File: config.mk
export PLATFORM = sky130hd
export DESIGN_NAME = hazard_ctrl
export DESIGN_NICKNAME = d
export VERILOG_FILES = /design/src/rtl/hazard_ctrl.sv
export SDC_FILE = /design/constraint.sdc
export NUM_CORES = 1
export LEC_CHECK = 0
export CAP_MARGIN = 20
export CORE_ASPECT_RATIO = 0.7
export CORE_MARGIN = 2
export CORE_UTILIZATION = 26
export DETAILED_ROUTE_END_ITERATION = 10
export DONT_BUFFER_PORTS = 1
export PLACE_DENSITY_LB_ADDON = 0.3
export REMOVE_ABC_BUFFERS = 1
export SYNTH_ARGS = -nofsm -noshare
export SYNTH_HDL_FRONTEND = slang
export SYNTH_SLANG_ARGS = --single-unit
export TNS_END_PERCENT = 100
File: constraint.sdc
create_clock -name clk -period 4.3 [get_ports clk]
set_clock_uncertainty 0.1 [all_clocks]
set_input_delay 0.86 -clock clk [delete_from_list [all_inputs] [get_ports clk]]
set_output_delay 0.86 -clock clk [all_outputs]
set_load 0.02 [all_outputs]
File: src/rtl/hazard_ctrl.sv
// Hazard and sequencing controller for the 5-stage core: load-use bubbles,
// EX redirect flushes, data-memory wait freezes with timeout, event counters.
module hazard_ctrl #(
  parameter int FLUSH_CYCLES = 1,
  parameter int MEM_TIMEOUT  = 64
) (
  input  logic        clk,
  input  logic        reset,
  input  logic [4:0]  id_rs1,
  input  logic [4:0]  id_rs2,
  input  logic        id_use_rs1,
  input  logic        id_use_rs2,
  input  logic [4:0]  ex_rd,
  input  logic        ex_lw,
  input  logic        ex_redirect,
  input  logic        mem_req,
  input  logic        mem_ready,
  output logic        pc_stall,
  output logic        ifid_stall,
  output logic        idex_stall,
  output logic        exmem_stall,
  output logic        ifid_flush,
  output logic        idex_flush,
  output logic        mem_err,
  output logic [15:0] stall_cnt,
  output logic [15:0] flush_cnt
);

  typedef enum logic [1:0] {RUN, MEM_WAIT, FLUSH, ERROR} state_t;

  localparam logic [2:0] FLUSH_INIT = 3'(FLUSH_CYCLES - 1);
  localparam logic [7:0] TIMEOUT    = 8'(MEM_TIMEOUT);

  state_t     state_reg, state_next;
  logic [2:0] flush_rem_reg, flush_rem_next;
  logic [7:0] wait_cnt_reg, wait_cnt_next;
  logic       mem_err_reg, mem_err_next;

  logic memwait, loaduse;
  logic stall_all, bubble, flush_both, redirect_taken;

  assign memwait = mem_req & ~mem_ready;
  assign loaduse = ex_lw & (ex_rd != 5'd0) &
                   ((id_use_rs1 & (id_rs1 == ex_rd)) | (id_use_rs2 & (id_rs2 == ex_rd)));

  always_comb begin
    state_next     = state_reg;
    flush_rem_next = flush_rem_reg;
    wait_cnt_next  = wait_cnt_reg;
    mem_err_next   = mem_err_reg;
    stall_all      = 1'b0;
    bubble         = 1'b0;
    flush_both     = 1'b0;
    redirect_taken = 1'b0;
    case (state_reg)
      RUN: begin
        if (memwait) begin
          stall_all     = 1'b1;
          state_next    = MEM_WAIT;
          wait_cnt_next = 8'd1;
        end else if (ex_redirect) begin
          flush_both     = 1'b1;
          redirect_taken = 1'b1;
          if (FLUSH_CYCLES > 1) begin
            state_next     = FLUSH;
            flush_rem_next = FLUSH_INIT;
          end
        end else if (loaduse) begin
          bubble = 1'b1;
        end
      end
      MEM_WAIT: begin
        // EX is frozen here, so redirects and load-use are not looked at.
        if (memwait) begin
          stall_all     = 1'b1;
          wait_cnt_next = wait_cnt_reg + 8'd1;
          if (wait_cnt_reg + 8'd1 >= TIMEOUT) begin
            state_next   = ERROR;
            mem_err_next = 1'b1;
          end
        end else begin
          state_next = (flush_rem_reg != 3'd0) ? FLUSH : RUN;
        end
      end
      FLUSH: begin
        if (memwait) begin
          stall_all     = 1'b1;
          state_next    = MEM_WAIT;
          wait_cnt_next = 8'd1;
        end else begin
          flush_both     = 1'b1;
          flush_rem_next = flush_rem_reg - 3'd1;
          if (flush_rem_reg <= 3'd1) begin
            state_next     = RUN;
            flush_rem_next = 3'd0;
          end
        end
      end
      ERROR: begin
        stall_all    = 1'b1;
        mem_err_next = 1'b1;
      end
      default: state_next = RUN;
    endcase
  end

  always_ff @(posedge clk or posedge reset) begin
    if (reset) begin
      state_reg     <= RUN;
      flush_rem_reg <= 3'd0;
      wait_cnt_reg  <= 8'd0;
      mem_err_reg   <= 1'b0;
    end else begin
      state_reg     <= state_next;
      flush_rem_reg <= flush_rem_next;
      wait_cnt_reg  <= wait_cnt_next;
      mem_err_reg   <= mem_err_next;
    end
  end

  // Outputs are forced low while reset is held; a flush overrides a stall.
  assign ifid_flush  = ~reset & flush_both;
  assign idex_flush  = ~reset & (flush_both | bubble);
  assign pc_stall    = ~reset & (stall_all | bubble);
  assign ifid_stall  = ~reset & (stall_all | bubble) & ~ifid_flush;
  assign idex_stall  = ~reset & stall_all & ~idex_flush;
  assign exmem_stall = ~reset & stall_all;
  assign mem_err     = mem_err_reg;

  logic [1:0] cnt_event;
  assign cnt_event = {redirect_taken, pc_stall};

  genvar gi;
  generate
    for (gi = 0; gi < 2; gi++) begin : g_cnt
      logic [15:0] count_reg;
      always_ff @(posedge clk or posedge reset) begin
        if (reset)
          count_reg <= 16'd0;
        else if (cnt_event[gi] && (count_reg != 16'hFFFF))
          count_reg <= count_reg + 16'd1;
      end
    end
  endgenerate

  assign stall_cnt = g_cnt[0].count_reg;
  assign flush_cnt = g_cnt[1].count_reg;

endmodule

==> results of run 1 <==
==> critical path, stage by stage (launching register included) <==
cell,delay (ns)
sky130_fd_sc_hd__dfrtp_1,0.44
sky130_fd_sc_hd__inv_1,0.11
sky130_fd_sc_hd__ha_1,0.23
sky130_fd_sc_hd__nand2_1,0.06
sky130_fd_sc_hd__nor4_1,0.30
sky130_fd_sc_hd__o21ai_2,0.14
sky130_fd_sc_hd__o21bai_1,0.43
sky130_fd_sc_hd__nor2_1,0.22
==> kinds of logic after synthesis <==
family / share of synthesized area
and+or+nand+nor: 0.221
buffers and inverters: 0.0288
AOI/OAI and AO/OA: 0.0848
adders and majority gates: 0.0536
xor gates and xnor gates: 0.140
muxes: 0.0229
DFF: 0.449
==> cells in the final DEF, fill, tap and decap left out, types with 3 or more instances in the layout <==
master and instances:
sky130_fd_sc_hd__and3_1 14, sky130_fd_sc_hd__buf_4 3, sky130_fd_sc_hd__clkbuf_16 5, sky130_fd_sc_hd__dfrtp_1 46, sky130_fd_sc_hd__ha_1 11, sky130_fd_sc_hd__inv_1 9, sky130_fd_sc_hd__mux2_2 3, sky130_fd_sc_hd__nand2_1 19
sky130_fd_sc_hd__nand2b_1 3, sky130_fd_sc_hd__nand3_1 17, sky130_fd_sc_hd__nand4_1 12, sky130_fd_sc_hd__nor2_1 17, sky130_fd_sc_hd__nor2b_1 3, sky130_fd_sc_hd__nor4_1 5, sky130_fd_sc_hd__o21ai_0 16, sky130_fd_sc_hd__xnor2_1 27
sky130_fd_sc_hd__xor2_1 14
==> layout make-up <==
cell class	instances	area, um2	area share
clock buffers	6	139	0.0482
clock inverters	1	30.0	0.0104
inverters	10	37.5	0.0130
multi-input cells	195	1340	0.465
flip-flops and latches	46	1150	0.399
well taps	128	160	0.0556
repair buffers	3	22.5	0.00782
==> power groups by stage <==
stage	Clock [uW]	Sequential [uW]	Combinational [uW]
floorplan	0	643	292
global placement	0	675	354
detailed placement	0	676	359
CTS	461	668	359
global route	483	683	405
finish	448	666	355
==> routing by layer <==
metal / share of wire / wire [um] / up-vias / track usage
met4: 0.0054 / 29 / 0 / 0.0251
met3: 0.056 / 296 / 4 / 0.0393
met5: 0 / 0 / - / 0
met2: 0.43 / 2300 / 31 / 0.148
met1: 0.51 / 2710 / 899 / 0.152
li1: - / - / 915 / -
==> through the flow <==
stage	worst slack, ns	power, uW	instances
6_report	1.11	1470	389
4_1_cts	1.12	1490	389
2_1_floorplan	0.409	935	251
3_3_place_gp	1.17	1030	382
5_1_grt	1.01	1570	389
3_5_place_dp	1.18	1030	382
==> synthesized netlist by cell type, types with 2 or more instances <==
| master | count | area share |
|---|---|---|
| sky130_fd_sc_hd__dfrtp_1 | 46 | 0.45 |
| sky130_fd_sc_hd__a31oi_1 | 2 | 0.0049 |
| sky130_fd_sc_hd__nand3_1 | 17 | 0.033 |
| sky130_fd_sc_hd__nand2_1 | 19 | 0.028 |
| sky130_fd_sc_hd__o21ai_1 | 2 | 0.0039 |
| sky130_fd_sc_hd__nor2b_1 | 3 | 0.0073 |
| sky130_fd_sc_hd__inv_1 | 10 | 0.015 |
| sky130_fd_sc_hd__buf_2 | 2 | 0.0039 |
| sky130_fd_sc_hd__mux2_2 | 3 | 0.013 |
| sky130_fd_sc_hd__nor4_1 | 5 | 0.012 |
| sky130_fd_sc_hd__ha_1 | 11 | 0.054 |
| sky130_fd_sc_hd__o21ai_0 | 16 | 0.031 |
| sky130_fd_sc_hd__nand4_1 | 12 | 0.029 |
| sky130_fd_sc_hd__nor2_1 | 17 | 0.025 |
| sky130_fd_sc_hd__and2_0 | 2 | 0.0049 |
| sky130_fd_sc_hd__xnor2_1 | 27 | 0.092 |
| sky130_fd_sc_hd__buf_6 | 2 | 0.0088 |
| sky130_fd_sc_hd__and4_1 | 2 | 0.0068 |
| sky130_fd_sc_hd__xor2_1 | 14 | 0.048 |
| sky130_fd_sc_hd__and3_1 | 14 | 0.034 |
| sky130_fd_sc_hd__o21bai_1 | 2 | 0.0058 |
| sky130_fd_sc_hd__nand2b_1 | 3 | 0.0073 |
==> worst paths after layout <==
path | start | to | slack, ns | cells past startpoint
worst min-delay path | wait_cnt_reg[3] | wait_cnt_reg[3] | 0.40 | 1
worst max-delay path | state_reg[0] | idex_stall | 1.11 | 7
worst min register to register | wait_cnt_reg[3] | wait_cnt_reg[3] | 0.40 | 1
max in group asynchronous | reset | flush_rem_reg[2] | 3.17 | 2
worst max register to register | stall_cnt[3] | stall_cnt[1] | 1.81 | 6
min in group asynchronous | reset | mem_err | 0.52 | 2
==> summary.md, run 1 <==
| Metric | Value |
|---|---|
| Yosys cell types | `47` |
| Core area | `9650 um2` |
| Vias in the first global route | `1,724` |
| Maximum fanout along the worst path | `6` |
| Final ANT Viol Nets | `0` |
| Number of resized instances in the post-cts repair step | `0` |
| Result of the run | `complete, no violations` |
| Final min period | `3.19 ns` |
| Max_slew headroom | `0.600` |
| Final weighted congestion in routability-driven placement | `0.766` |
| Clock Power Share | `0.305` |
| Initial cell density of the core | `0.266` |
| Setup repair after global routing missed its margin | `no` |
| Actual slew at the worst max-slew pin | `0.600 ns` |
| Cell chosen for the clock root | `sky130_fd_sc_hd__clkbuf_16` |
| Total setup buffers inserted after CTS | `0` |
| Ys Warns | `0` |
| Diode insertion count for antenna repair | `0` |
| Category of the worst setup path launch point | `flop` |
| Final setup violation count | `0` |
| Share of total power in sequential cells | `0.453` |
| Total power divided by cell area | `510 nW/um2` |
| Fin. max-slew vios | `0` |
| Die width | `123 um` |
| Pin count of the biggest net entering global routing | `47` |
| Area growth from synthesis to layout | `12.3%` |
| Mean instance size in the synthesized netlist | `10.0 um2` |
| Total congestion overflow after global routing | `0` |
| Die Y | `87.1 um` |
| Seq cells post-synth | `46` |
| Post-detailed-placement cell area | `2710 um2` |
| Layout cells sized above 1 | `0.0958` |
| Wire per inst | `13.7 um` |
| Share of flip-flops with an asynchronous set or reset after synthesis | `1.00` |
| Number of standard cells after synthesis | `256` |
| Clock tree from TritonCTS | `done` |
| All-layer global routing usage | `0.106` |
| Util after Layout | `0.299` |
| Share of synthesized area occupied by flip-flops and latches | `0.449` |
| Predominant post-synthesis flop cell | `sky130_fd_sc_hd__dfrtp_1` |
| Maximum vdd drop | `237 uV` |
| Source-to-sink clock delay at the later pin of the worst-skew pair | `0.28 ns` |
| Netlist Area Pre-Place | `2570 um2` |
| Internal power | `947 uW` |
| DRC Markers | `0` |
| Max Freq | `0.314 GHz` |
| Row Count | `30` |
| Hold violation count in the final report | `0` |
| Total clock buffers created by CTS | `5` |
| Bufs on Longest Clock Path | `2` |
| Worst Hold Margin | `0.405 ns` |
| Wire length of the first global-routing pass | `8890 um` |
| Max-cap violation count | `0` |
| Ports | `62` |
| Post-DP HPWL | `3860 um` |
| Share of total power in combinational logic | `0.242` |
| Switching power | `523 uW` |
| Initial antenna violation count | `0` |
| DR iter-0 viols | `65` |
| Maximum level of the CTS H-tree | `2` |
| Final Net Count | `295` |
| CP Capture Type | `output pin` |
| Kind of path behind the tightest hold check | `flop to flop` |
| Critical path start-end classification | `flop to output pin` |
| Filler cell count in the final layout | `998` |
| DR vias | `1,849` |
| Leakage | `0.00125 uW` |
| Die footprint | `10,700 um2` |
| Setup TNS | `0 ns` |
| First-pass detailed-route iteration total | `4` |
| Fraction of power spent switching nets | `0.356` |
| Arrival time at the worst endpoint | `2.23 ns` |
| Number of hold buffers added after cts | `0` |
| # clock sinks | `46` |
| Vias per std cell | `4.75` |
| Number of buffers inserted by port buffering | `0` |
| Number of synthesized flops with an enable pin | `0` |
| Required time of the worst setup path | `3.34 ns` |
| Clock slew seen by the registers of the worst setup and hold paths | `0.06 ns` |
| Total wirelength of the detailed-routed design | `5330 um` |
| Final standard cell area without fillers | `2880 um2` |
| Crit share post-route | `0.741` |
(Power assumes the default switching activity.)
==> inputs of run 2 (changes only) <==
==> constraint.sdc (replaced) <==
create_clock -name clk -period 3.15 [get_ports clk]
set_clock_uncertainty 0.1 [all_clocks]
set_input_delay 0.63 -clock clk [delete_from_list [all_inputs] [get_ports clk]]
set_output_delay 0.63 -clock clk [all_outputs]
set_load 0.02 [all_outputs]
==> run 2 against run 1 <==
Net effect:
- clock power increased by 35%
- highest routed layer unchanged
- die area unchanged
- combinational power increased by 40%
- largest cell class unchanged
- routed wire length increased by 4.8%
- register-to-register slack got worse by 1.1 ns
- first-iteration DRC count increased by 80%
- non-clock buffer count unchanged
- critical path type unchanged
- cell area about the same
==> summary.md, run 2 (same netlist as run 1, synthesis figures left out) <==
| Metric | Value |
|---|---|
| Max-cap violation count | `0 (unchanged)` |
| Bufs on Longest Clock Path | `2 (unchanged)` |
| Ports | `62 (unchanged)` |
| Maximum vdd drop | `301 uV (+27%)` |
| Wire per inst | `14.3 um (+4.5%)` |
| Layout cells sized above 1 | `0.0992 (+0.00345)` |
| All-layer global routing usage | `0.108 (+0.00295)` |
| Diode insertion count for antenna repair | `0 (unchanged)` |
| Initial cell density of the core | `0.266 (unchanged)` |
| Total setup buffers inserted after CTS | `0 (unchanged)` |
| Maximum fanout along the worst path | `6 (unchanged)` |
| Initial antenna violation count | `0 (unchanged)` |
| Actual slew at the worst max-slew pin | `0.617 ns (+0.0168 ns)` |
| Cell count after placement | `382 (unchanged)` |
| Final setup violation count | `0 (unchanged)` |
| Post-detailed-placement cell area | `2710 um2 (unchanged)` |
| Filler cell count in the final layout | `1,003 (+0.50%)` |
| Fin. max-slew vios | `0 (unchanged)` |
| Most frequent cells in the layout | `sky130_fd_sc_hd__dfrtp_1 (46), sky130_fd_sc_hd__xnor2_1 (27), sky130_fd_sc_hd__nand2_1 (19)` |
| Area growth from synthesis to layout | `12.4% (about the same)` |
| Final weighted congestion in routability-driven placement | `0.806 (+5.2%)` |
| Final min period | `2.97 ns` |
| Final Net Count | `295 (unchanged)` |
| Max_slew headroom | `0.589 (-0.0112)` |
| Final ANT Viol Nets | `0 (unchanged)` |
| Dpl ws | `0.422 ns (-0.753 ns)` |
| Number of buffers inserted by port buffering | `0 (unchanged)` |
| Source-to-sink clock delay at the later pin of the worst-skew pair | `0.28 ns (about the same)` |
| Clock slew seen by the registers of the worst setup and hold paths | `0.06 ns (about the same)` |
| Setup TNS | `0 ns (unchanged)` |
| Result of the run | `complete, no violations` |
| Path depth of the worst reg2reg path | `9 (+3)` |
| Total clock buffers created by CTS | `5 (unchanged)` |
| Hold violation count in the final report | `0 (unchanged)` |
| Setup slack after layout | `0.185 ns (-0.928 ns)` |
| Total wirelength of the detailed-routed design | `5590 um (+4.8%)` |
| Required time of the worst setup path | `2.42 ns (-0.92 ns)` |
| Beginning of the worst register-to-register path | `state_reg[0]` |
| DRC Markers | `0 (unchanged)` |
| Maximum level of the CTS H-tree | `2 (unchanged)` |
| DR vias | `1,849 (unchanged)` |
| First-pass detailed-route iteration total | `4 (unchanged)` |
| Total congestion overflow after global routing | `0 (unchanged)` |
| Die width | `123 um (unchanged)` |
| Pin count of the biggest net entering global routing | `47 (unchanged)` |
| Critical path launch point | `state_reg[0]` |
| Leakage | `0.00124 uW (-0.44%)` |
| Max Freq | `0.337 GHz` |
| DR iter-0 viols | `117 (+80%)` |
| Kind of path behind the tightest hold check | `input pin to async pin` |
| # clock sinks | `46 (unchanged)` |
| Crit share post-route | `0.941` |
| Wire length of the first global-routing pass | `9070 um (+2.1%)` |
| Total power divided by cell area | `696 nW/um2 (+36%)` |
| Most common cell after layout, fill and taps aside | `sky130_fd_sc_hd__dfrtp_1` |
| Category of the worst setup path launch point | `flop` |
| Clock tree from TritonCTS | `done` |
| Util after Layout | `0.299 (about the same)` |
| Cell chosen for the clock root | `sky130_fd_sc_hd__clkbuf_16` |
| Core area | `9650 um2 (unchanged)` |
| Row Count | `30 (unchanged)` |
| Die footprint | `10,700 um2 (unchanged)` |
| Arrival time at the worst endpoint | `2.24 ns (about the same)` |
| Die Y | `87.1 um (unchanged)` |
| Setup repair after global routing missed its margin | `no` |
| CP Capture Type | `output pin` |
| Final standard cell area without fillers | `2880 um2 (about the same)` |
| Post-DP HPWL | `4080 um (+5.5%)` |
| Vias in the first global route | `1,772 (+2.8%)` |
| Vias per std cell | `4.74 (-0.26%)` |
| Post-route insts no fill | `390 (+0.26%)` |
| Critical path start-end classification | `flop to output pin` |
==> run 2: cell count changes in the layout (fill, tap and decap cells not counted) <==
| cell | before | now |
|---|---|---|
| sky130_fd_sc_hd__nor3_2 | 1 | 2 |
| sky130_fd_sc_hd__clkbuf_1 | 0 | 1 |
| sky130_fd_sc_hd__clkinvlp_4 | 0 | 1 |
| sky130_fd_sc_hd__nor3_1 | 1 | 0 |
| sky130_fd_sc_hd__clkbuf_8 | 1 | 0 |
==> run 2: path summary, 6_finish.rpt <==
kind	slack (ns)	to
min reg2reg	0.41	flush_rem_reg[1]
min in group clk	0.41	flush_rem_reg[1]
max	0.18	idex_stall
max reg2reg	0.76	stall_cnt[1]
min	0.31	wait_cnt_reg[1]
max in group asynchronous	2.24	flush_cnt[13]
==> run 2: power breakdown <==
part	leakage (uW)	internal [uW]	total [uW]	switching, uW
clock network	0.0000771	375	603	228
registers	0.000611	690	907	217
logic	0.000555	211	497	286
total	0.00124	1280	2010	731
==> run 2: area by class of cell <==
type,count,area (um2),share of cell area
Clock buffer,6,129,0.0447
Sequential cell,46,1150,0.399
Multi-Input combinational cell,195,1350,0.467
Tap cell,128,160,0.0555
Clock inverter,2,37.5,0.0130
Timing Repair Buffer,3,22.5,0.00781
Inverter,10,37.5,0.0130
==> run 2: layer usage <==
| layer | wire length (um) | vias to the layer above | GRT usage |
|---|---|---|---|
| met4 | 17 | 0 | 0.0251 |
| met5 | 0 | - | 0 |
| li1 | - | 907 | - |
| met1 | 2820 | 907 | 0.152 |
| met3 | 309 | 3 | 0.0432 |
| met2 | 2440 | 32 | 0.156 |
==> run 2: metrics by stage <==
stage,total power [uW],hold WS [ns]
6_report,2010,0.312
5_1_grt,2150,0.366
4_1_cts,2030,0.324
3_3_place_gp,1400,0.408
2_1_floorplan,1280,0.364
3_5_place_dp,1420,0.404
==> run 2: what timing repair did <==
| item | 4_1_cts | 5_1_grt |
|---|---|---|
| setup endpoints to repair | 0 | 1 |
| gates resized for setup | 0 | 1 |
| hold buffers | 0 | 0 |
==> run 2: critical path: stages (launching register included) <==
cell and delay, ns:
sky130_fd_sc_hd__dfrtp_1 0.44, sky130_fd_sc_hd__inv_1 0.11, sky130_fd_sc_hd__ha_1 0.22, sky130_fd_sc_hd__nand2_1 0.06
sky130_fd_sc_hd__nor4_1 0.32, sky130_fd_sc_hd__o21ai_2 0.14, sky130_fd_sc_hd__o21bai_1 0.43, sky130_fd_sc_hd__nor2_1 0.22
==> inputs of run 3 (changes only) <==
--- a/config.mk
+++ b/config.mk
@@ -5,10 +5,12 @@
 export SDC_FILE = /design/constraint.sdc
 export NUM_CORES = 1
 export LEC_CHECK = 0
-export CAP_MARGIN = 20
+export CELL_PAD_IN_SITES_DETAIL_PLACEMENT = 0
+export CELL_PAD_IN_SITES_GLOBAL_PLACEMENT = 1
 export CORE_ASPECT_RATIO = 0.7
 export CORE_MARGIN = 2
 export CORE_UTILIZATION = 26
+export CTS_CLUSTER_DIAMETER = 100
 export DETAILED_ROUTE_END_ITERATION = 10
 export DONT_BUFFER_PORTS = 1
 export PLACE_DENSITY_LB_ADDON = 0.3
==> run 3 against run 2 <==
Net effect:
- combinational power grew 1%
- utilization is 0.14 points higher
- critical path depth grew 2
- total power shrank 0.40%
- sequential share of layout area shrank 0.19 points
- global-route usage shrank 0.26 points
- critical path type unchanged
- first-iteration DRC count rose by 7.7%
- sequential power decreased by 0.9%
- worst setup slack improved by 0.15 ns
- cell area up 0.48%
- maximum frequency up 5.3%
- largest power group unchanged
==> summary.md, run 3 (same netlist as run 1, synthesis figures left out) <==
| Metric | Value |
|---|---|
| Most frequent cells in the layout | `sky130_fd_sc_hd__dfrtp_1 (46), sky130_fd_sc_hd__xnor2_1 (27), sky130_fd_sc_hd__nand2_1 (19)` |
| Kind of cell adding the most delay to the critical path | `buffers and inverters` |
| Total congestion overflow after global routing | `0 (unchanged)` |
| Category of the worst setup path launch point | `flop` |
| Die Y | `87.1 um (unchanged)` |
| Wire per inst | `13.7 um (-4.4%)` |
| Met3 WL post-DR | `389 um (+26%)` |
| Max-cap violation count | `0 (unchanged)` |
| Pin count of the biggest net entering global routing | `47 (unchanged)` |
| Final weighted congestion in routability-driven placement | `0.717 (-11%)` |
| Die footprint | `10,700 um2 (unchanged)` |
| Clock tree from TritonCTS | `done` |
| DR vias | `1,839 (-0.54%)` |
| Cell chosen for the clock root | `sky130_fd_sc_hd__clkbuf_16` |
| Maximum fanout along the worst path | `6 (unchanged)` |
| Final min period | `2.82 ns (-0.150 ns)` |
| All-layer global routing usage | `0.106 (-0.00256)` |
| Layout cells sized above 1 | `0.110 (+0.0106)` |
| Maximum level of the CTS H-tree | `2 (unchanged)` |
| DRC Markers | `0 (unchanged)` |
| Total setup buffers inserted after CTS | `0 (unchanged)` |
| Core area | `9650 um2 (unchanged)` |
| Highest Signal Layer | `met4` |
| Critical path start-end classification | `flop to output pin` |
| Util after Layout | `0.300 (+0.00143)` |
| Final setup violation count | `0 (unchanged)` |
| Final standard cell area without fillers | `2900 um2 (+0.48%)` |
| Total power divided by cell area | `690 nW/um2 (-0.88%)` |
| Total clock buffers created by CTS | `5 (unchanged)` |
| Result of the run | `complete, no violations` |
| Vias per std cell | `4.69 (-1.0%)` |
| Source-to-sink clock delay at the later pin of the worst-skew pair | `0.29 ns (about the same)` |
| Maximum vdd drop | `491 uV (+63%)` |
| # clock sinks | `46 (unchanged)` |
| Filler cell count in the final layout | `980 (-2.3%)` |
| Initial antenna violation count | `0 (unchanged)` |
| Crit share post-route | `0.894 (-0.0477)` |
| Actual slew at the worst max-slew pin | `0.591 ns (-0.0263 ns)` |
| Largest stage delay on the critical path | `0.43 ns (about the same)` |
| Setup TNS | `0 ns (unchanged)` |
| Slowest cell on crit path | `sky130_fd_sc_hd__dfrtp_1` |
| Vias in the first global route | `1,782 (+0.56%)` |
| Routed length on met2 | `2210 um (-9.3%)` |
| Row Count | `30 (unchanged)` |
| Fin. max-slew vios | `0 (unchanged)` |
| Max_slew headroom | `0.602 (+0.0134)` |
| Diode insertion count for antenna repair | `0 (unchanged)` |
| Number of buffers inserted by port buffering | `0 (unchanged)` |
| First-pass detailed-route iteration total | `4 (unchanged)` |
| Initial cell density of the core | `0.266 (unchanged)` |
| Cell count after placement | `384 (+0.52%)` |
| Most Frequent Cell on Critical Path | `sky130_fd_sc_hd__buf_4` |
| Post-route insts no fill | `392 (+0.51%)` |
| Post-detailed-placement cell area | `2730 um2 (+0.55%)` |
| Final ANT Viol Nets | `0 (unchanged)` |
| Total wirelength of the detailed-routed design | `5370 um (-3.9%)` |
| Hold violation count in the final report | `0 (unchanged)` |
| Kind of path behind the tightest hold check | `input pin to async pin` |
| Bufs on Longest Clock Path | `2 (unchanged)` |
| CP Capture Type | `output pin` |
| Routed metal-1 wirelength | `2710 um (-4.0%)` |
| Setup repair after global routing missed its margin | `no` |
| Area growth from synthesis to layout | `12.9%` |
| Final Net Count | `297 (+0.68%)` |
| Ports | `62 (unchanged)` |
| Leakage | `0.00126 uW (+1.4%)` |
| Number of hold buffers added after cts | `0 (unchanged)` |
| Die width | `123 um (unchanged)` |
| Required time of the worst setup path | `2.42 ns (about the same)` |
| Clock slew seen by the registers of the worst setup and hold paths | `0.06 ns (about the same)` |
| Crit path buffers/inverters | `3 (+2)` |
| Max Freq | `0.355 GHz (+5.3%)` |
| DR iter-0 viols | `126 (+7.7%)` |
| Most common cell after layout, fill and taps aside | `sky130_fd_sc_hd__dfrtp_1` |
| Cells along the critical path | `inv_1, ha_1, nand2_1, nor4_1, o21ai_2, o21bai_1, buf_4, nor2_1, buf_4` |
| Arrival time at the worst endpoint | `2.09 ns (-0.15 ns)` |
| Wire length of the first global-routing pass | `8930 um (-1.6%)` |
| Post-DP HPWL | `3880 um (-4.8%)` |
-- run 3: path summary, 6_finish.rpt --
path	slack [ns]	from	end	depth (start not counted)
worst min register to register	0.42	wait_cnt_reg[3]	wait_cnt_reg[3]	1
min in group clk	0.42	wait_cnt_reg[3]	wait_cnt_reg[3]	1
max in group asynchronous	2.27	reset	flush_cnt[0]	2
worst max register to register	0.77	wait_cnt_reg[0]	state_reg[0]	7
worst max-delay path	0.33	state_reg[0]	idex_stall	9
worst min-delay path	0.29	reset	mem_err	2
-- run 3: per-stage QoR --
stage / setup slack (ns) / hold WS [ns] / total power (uW)
after detailed placement: 0.402 / 0.417 / 1420
after global routing: 0.106 / 0.357 / 2150
after floorplan: -0.281 / 0.364 / 1280
after CTS: 0.0770 / 0.319 / 2030
final: 0.335 / 0.288 / 2000
after global placement: 0.420 / 0.399 / 1410
-- run 3: final cells by class --
class	count	area, um2	share of cell area
repair buffers	5	37.5	0.0130
clock inverters	3	40.0	0.0138
well taps	128	160	0.0553
multi-input cells	195	1350	0.465
clock buffers	5	125	0.0432
flip-flops and latches	46	1150	0.397
inverters	10	37.5	0.0130
-- run 3: what timing repair did --
action | 4_1_cts | 5_1_grt
hold endpoints to repair | 0 | 0
endpoints found under the setup margin | 0 | 1
resized for setup | 0 | 1
-- run 3: power by group --
group | switching, uW | internal, uW | total (uW)
clock network | 227 | 372 | 598
logic | 286 | 216 | 502
registers | 209 | 690 | 899
total | 721 | 1280 | 2000
-- run 3: layer usage --
layer  up-vias  GRT usage
met5         -          0
met3         7     0.0425
li1        905          -
met1       880      0.149
met2        47      0.150
met4         0     0.0282
-- run 3: worst register-to-register path, delay by kind of cell, from the launching register on --
kind,cells,cell delay (ns)
adder cells (fa/ha/maj),1,0.24
flip-flops,1,0.41
AO/OA/AOI/OAI,2,0.44
AND/OR/NAND/NOR,3,0.71
multiplexers,1,0.37
